[config.mk]
export PLATFORM = sky130hd
export DESIGN_NAME = wb_port_arbiter
export DESIGN_NICKNAME = d
export VERILOG_FILES = /design/src/rtl/wb_port_arbiter.sv
export SDC_FILE = /design/constraint.sdc
export NUM_CORES = 1
export LEC_CHECK = 0
export ABC_AREA = 1
export BUFFER_PORTS_ARGS = -buffer_cell sky130_fd_sc_hd__buf_4
export CAP_MARGIN = 10
export CORE_ASPECT_RATIO = 1.75
export CORE_MARGIN = 10
export CORE_UTILIZATION = 25
export DETAILED_ROUTE_END_ITERATION = 10
export GPL_ROUTABILITY_DRIVEN = 0
export MAX_ROUTING_LAYER = met4
export PLACE_DENSITY = 0.48
export SLEW_MARGIN = 0
export SYNTH_ARGS = -nofsm -noshare
export SYNTH_HDL_FRONTEND = slang
export SYNTH_SLANG_ARGS = --single-unit
export TNS_END_PERCENT = 30
[constraint.sdc]
create_clock -name clk -period 8.3 [get_ports clk]
set_clock_uncertainty 0.1 [all_clocks]
set_input_delay 1.66 -clock clk [delete_from_list [all_inputs] [get_ports clk]]
set_output_delay 1.66 -clock clk [all_outputs]
set_load 0.05 [all_outputs]
[src/rtl/wb_port_arbiter.sv]
// Register-file write-port arbiter: the in-order pipeline shares the port with
// load returns, which are buffered in a small in-order FIFO when they lose.
module wb_port_arbiter #(
    parameter int DEPTH = 2,
    parameter int XLEN  = 32
) (
    input  logic                     clk,
    input  logic                     rst,
    input  logic                     pipe_valid,
    input  logic [4:0]               pipe_rd,
    input  logic [XLEN-1:0]          pipe_data,
    output logic                     pipe_ready,
    input  logic                     mem_valid,
    input  logic [4:0]               mem_rd,
    input  logic [XLEN-1:0]          mem_data,
    output logic                     mem_ready,
    output logic                     rf_wr_en,
    output logic [4:0]               rf_rd,
    output logic [XLEN-1:0]          rf_data,
    input  logic [4:0]               chk_rd,
    output logic                     chk_hit,
    output logic [$clog2(DEPTH):0]   fifo_level
);

    localparam int PW = $clog2(DEPTH);
    localparam int LW = PW + 1;

    logic [4:0]      ent_rd    [DEPTH];
    logic [XLEN-1:0] ent_data  [DEPTH];
    logic [DEPTH-1:0] ent_valid;
    logic [PW-1:0]   rd_ptr;
    logic [PW-1:0]   wr_ptr;

    logic            full;
    logic            empty;
    logic            pipe_wr;
    logic            mem_wr;
    logic            push;
    logic            pop;
    logic            sel_wr;
    logic [4:0]      sel_rd;
    logic [XLEN-1:0] sel_data;

    assign full       = (fifo_level == LW'(DEPTH));
    assign empty      = (fifo_level == '0);
    assign pipe_ready = !full;
    assign mem_ready  = !full;

    // Transfers to x0 are accepted but never reach the port or the FIFO.
    assign pipe_wr = pipe_valid && pipe_ready && (pipe_rd != 5'd0);
    assign mem_wr  = mem_valid  && mem_ready  && (mem_rd  != 5'd0);

    always_comb begin
        push     = 1'b0;
        pop      = 1'b0;
        sel_wr   = 1'b0;
        sel_rd   = 5'd0;
        sel_data = '0;
        if (full) begin
            sel_wr   = 1'b1;
            sel_rd   = ent_rd[rd_ptr];
            sel_data = ent_data[rd_ptr];
            pop      = 1'b1;
        end else if (pipe_wr) begin
            sel_wr   = 1'b1;
            sel_rd   = pipe_rd;
            sel_data = pipe_data;
            push     = mem_wr;
        end else if (!empty) begin
            sel_wr   = 1'b1;
            sel_rd   = ent_rd[rd_ptr];
            sel_data = ent_data[rd_ptr];
            pop      = 1'b1;
            push     = mem_wr;
        end else if (mem_wr) begin
            sel_wr   = 1'b1;
            sel_rd   = mem_rd;
            sel_data = mem_data;
        end
    end

    always_ff @(posedge clk) begin
        if (rst) begin
            rd_ptr     <= '0;
            wr_ptr     <= '0;
            fifo_level <= '0;
            ent_valid  <= '0;
        end else begin
            if (pop) begin
                ent_valid[rd_ptr] <= 1'b0;
                rd_ptr            <= rd_ptr + PW'(1);
            end
            // A push never targets the slot being popped: it only happens when not full.
            if (push) begin
                ent_valid[wr_ptr] <= 1'b1;
                ent_rd[wr_ptr]    <= mem_rd;
                ent_data[wr_ptr]  <= mem_data;
                wr_ptr            <= wr_ptr + PW'(1);
            end
            case ({push, pop})
                2'b10:   fifo_level <= fifo_level + LW'(1);
                2'b01:   fifo_level <= fifo_level - LW'(1);
                default: fifo_level <= fifo_level;
            endcase
        end
    end

    always_ff @(posedge clk) begin
        if (rst) begin
            rf_wr_en <= 1'b0;
            rf_rd    <= 5'd0;
            rf_data  <= '0;
        end else begin
            rf_wr_en <= sel_wr;
            if (sel_wr) begin
                rf_rd   <= sel_rd;
                rf_data <= sel_data;
            end
        end
    end

    always_comb begin
        chk_hit = 1'b0;
        for (int i = 0; i < DEPTH; i++) begin
            if (ent_valid[i] && (ent_rd[i] == chk_rd)) chk_hit = 1'b1;
        end
        if (chk_rd == 5'd0) chk_hit = 1'b0;
    end

endmodule

==> Yosys cells after proc, flatten, opt, wreduce, memory -nomap -nowiden <==
Memory sizes are Yosys's and may differ from the RTL's. A register that Yosys moved wholly into a read port is not among the register bits.
Cells that the tools add are included.
{ "op_classes": {"n_addsub": 4, "n_lt_le_gt_ge": 4, "n_eq_ne": 5, "n_mux": 36, "bitwise": 3, "reduce_logical": 14} }
{ "op_table": {"columns": ["op", "count"], "rows": [
  ["$mux 32", 4],
  ["$mux 1", 22],
  ["$mux 5", 4],
  ["$eq 5x5->1", 2],
  ["$reduce_bool 5->1", 2],
  ["$logic_and 1x1->1", 8],
  ["$mux 2", 3],
  ["$logic_not 5->1", 1],
  ["$eq 2x2->1 const B", 2],
  ["$lt 1x2->1 const B", 2],
  ["$pmux 2 s2", 1],
  ["$add 1x1->1 const B", 2],
  ["$add 2x1->2 const B", 1],
  ["$and 2x2->2", 1],
  ["$demux 1 s1", 2],
  ["$eq 2x1->1 const B", 1],
  ["$ge 1x1->1 const B", 2],
  ["$logic_not 2->1", 1],
  ["$not 2->2", 1],
  ["$or 2x2->2", 1],
  ["$reduce_bool 2->1", 1],
  ["$sub 2x1->2 const B", 1],
  ["$logic_not 1->1", 1]
]} }
{ "totals": {"reg_bits": 44, "mem_bits_rw": 74, "memories": 2} }
{ "mem_list": {"columns": ["memory", "words", "width", "rd", "rd_ports_with_merged_regs", "wr", "line_no", "source"], "rows": [
  ["ent_data", 2, 32, 1, 1, 1, "29", "logic [XLEN-1:0] ent_data [DEPTH];"],
  ["ent_rd", 2, 5, 3, 1, 1, "28", "logic [4:0] ent_rd [DEPTH];"]
]} }

==> Longest topological paths before layout <==
{ "depth": {"word_depth": 10, "depth_mapped": 11, "mapped_depth_nobuf": 10} }

==> Worst setup path after synthesis <==
No wires, ideal clock.
{ "synth_path": {"path_kind": "in2out", "from": "in chk_rd[0]", "to": "out chk_hit", "t_arrival_ns": 2.785, "slack_ns": 3.755, "cell_stages": 6, "n_path_buf": 0, "path_cell_list": "inv_1 > nand2_1 > o21ai_0 > a21oi_1 > nand3_1 > a21oi_1"} }
{ "synth_between": {"elab_chain_len": 5} }
{ "synth_lines": {"columns": ["item", "line_no", "source"], "rows": [
  ["start: declaration", "20", "input logic [4:0] chk_rd,"],
  ["$eq 5x5->1", "125", "if (ent_valid[i] && (ent_rd[i] == chk_rd)) chk_hit = 1'b1;"],
  ["$logic_and 1x1->1", "125", null],
  ["$mux 1 (2 in a row)", "125", null],
  ["$mux 1 (*)", "127", "if (chk_rd == 5'd0) chk_hit = 1'b0;"],
  ["end: declaration", "21", "output logic chk_hit,"]
]} }
Every way passes the cells marked *; elsewhere a longest branch is shown, timed or not.

==> Worst setup path after layout <==
{ "layout_path": {"from": "in chk_rd[3]", "to": "out chk_hit"} }
Same word-level chain as after synthesis.

==> metrics.cfg <==
[timing]
finalHoldViolations = 0
max_freq_ghz = 0.233
slew_headroom_pct = 25.0
worstMarginPinSlew_ns = 1.12
period_share_pct = 51.6
period_needed_ns = 4.28
setup_viol = 0
setup-tns-final_ns = 0
slew_violations = 0
rsz0062_at_grt = no

[drt]
drc = 0
wl_um = 17200
detail_route.first_pass.iterations = 5
drtIter0Drc = 299
ant_nets = 0
vias_per_cell = 4.36
vias = 4629
wl_per_cell_um = 16.2

[synth]
synthXorXnorAreaFrac_pct = 0.316
synth-seq-cells = 119
ys_types = 29
synth_cells = 644
synth_top_area_share_pct = 40.1
synth_compound_area_share_pct = 12.4
synthArstFlopShare_pct = 0
synthFlopType = edfxtp_1
synth_most_common_cell = nand2_1
synthMuxAreaShare_pct = 0.181
synthAdderAreaFrac_pct = 0.226
mappedNetlistArea_um2 = 5540
ys_top_cells_by_count = nand2_1, o21ai_0, nor2_1, edfxtp_1, nand3_1
synth_edf_count = 74
synth_area_leaders = edfxtp_1, dfxtp_1, nand2_1
synthSimpleGateAreaFrac_pct = 22.5
yosys.area.top_type = edfxtp_1
synth_top_family_by_area = simple AND/OR/NAND/NOR gates
synth_warnings = 0
syn_avg_cell_area_um2 = 8.60
ys_seq_area_share_pct = 56.4
syn_nets = 728

[grt]
grt_pass1_vias = 4850
gr-total-overflow = 0
track_usage_pct = 12.3
antenna_found_initial = 0
grt_max_degree = 74
grt_pass1_wl_um = 26600

[job]
drv_cap = 0

[worst_setup_path]
path_class = in -> out
cp-start-kind = primary input
cp_max_fo = 4
setup.worst_path.end_class = output pin
worstPathRequired_ns = 6.54
worstPathArrival_ns = 2.52

[floorplan]
initial_core_util_pct = 25.2
core-area_um2 = 22000
ios = 126
row_count = 72
dieHeight_um = 217
die_x_um = 132
die_area_um2 = 28700

[power]
p_leak_nw = 3.09
p_per_area_nw_per_um2 = 358
peakVddDrop_uv = 124

[placed_design]
dpl_cell_area_um2 = 6650
port_buffers = 125
dp_hpwl_um = 11600

[clocking]
cts_resized = 0
clockBufferDepth = 2
cts.sinks = 119
clk_latency_ns = 0.42
numCtsBuffers = 17
cts_setup_buffers = 0
cts_tree = done
ctsHoldBuffers = 0
htreeDepth = 4
cts_root_buffer = clkbuf_16
clk_pin_slew_ns = 0.06

[cells_and_area]
final_area_um2 = 7250
layout-drive-gt1-share_pct = 23.3
area_delta_synth_final_pct = 31.0
final_nets = 836
antennaDiodeCount = 0

[worst_hold_path]
hold_class = reg -> reg

[status]
status = finished, final reports clean

routing by layer:
layer	wire length, um	track usage (%)	vias up
li1	-	-	2374
met1	6830	12.6	2149
met2	9680	22.2	96
met3	485	2.84	10
met4	242	5.08	0
met5	0	-	-
where the power goes:
group	internal, mW	switching, mW
combinational	0.286	0.748
sequential	0.758	0.0584
clock	0.455	0.292
placed cells by master, fill, tap and decap left out, types with 2 or more instances in the layout:
master | Yosys | layout
buf_4 | 13 | 129
nor3_1 | 3 | 3
o21ai_1 | 24 | 24
clkbuf_16 | 0 | 19
nor2_1 | 86 | 85
a21oi_1 | 7 | 7
o22ai_1 | 4 | 4
nand2_2 | 3 | 4
inv_1 | 50 | 49
xor2_1 | 2 | 2
inv_2 | 4 | 5
o21ai_0 | 91 | 91
nand4_1 | 2 | 2
nand3_2 | 2 | 2
clkinv_4 | 0 | 4
nand2_1 | 127 | 126
nand3_1 | 72 | 72
dfxtp_1 | 45 | 44
inv_6 | 0 | 6
edfxtp_1 | 74 | 74
flip-flops by register name, summed over array words and instances, names as in the netlist, named ones only:
register	cells
ent_rd	10
ent_data	64
rf_wr_en	1
rf_rd	5
rd_ptr	1
fifo_level	2
ent_valid	2
rf_data	32
wr_ptr	1
path summary, 6_finish.rpt:
check	start	cells past startpoint	end	slack (ns)
worst max-delay path	chk_rd[3]	7	chk_hit	4.02
worst min-delay path	rf_rd[4]	2	rf_rd[4]	0.36
worst max register to register	fifo_level[1]	8	ent_data[0][1]	4.79
worst min register to register	rf_rd[4]	2	rf_rd[4]	0.36
through the flow:
step	setup WS (ns)	total power [mW]	util, %	cells	hold slack (ns)
2_1_floorplan	3.76	1.59	-	644	0.355
3_3_place_gp	3.63	1.88	30.2	1029	0.353
3_5_place_dp	3.60	1.88	30.2	1029	0.357
4_1_cts	4.01	2.64	33.0	1061	0.367
5_1_grt	3.91	2.77	33.0	1061	0.390
6_report	4.02	2.60	33.0	1061	0.361
worst max-delay path: stages:
cell and delay [ns]:
buf_4 0.11, inv_1 0.11, o22ai_1 0.09, nor2_1 0.09, nand3_1 0.11, a21oi_1 0.14, buf_4 0.21
area by class of cell:
type                            count  area (um2)
Timing Repair Buffer              129         968
Clock buffer                       19         475
Fill cell                        2351       14700
Inverter                           54         203
Tap cell                          296         370
Sequential cell                   119        3120
Clock inverter                     13         129
Multi-Input combinational cell    431        1980
cells by family after synthesis:
logic type	after synthesis
simple gates	297
flops	119
xor+xnor	2
mux	1
compound gates	130
buf+inv	94
fa+ha+maj	1
Note: power is estimated with default switching activity, not from simulation.
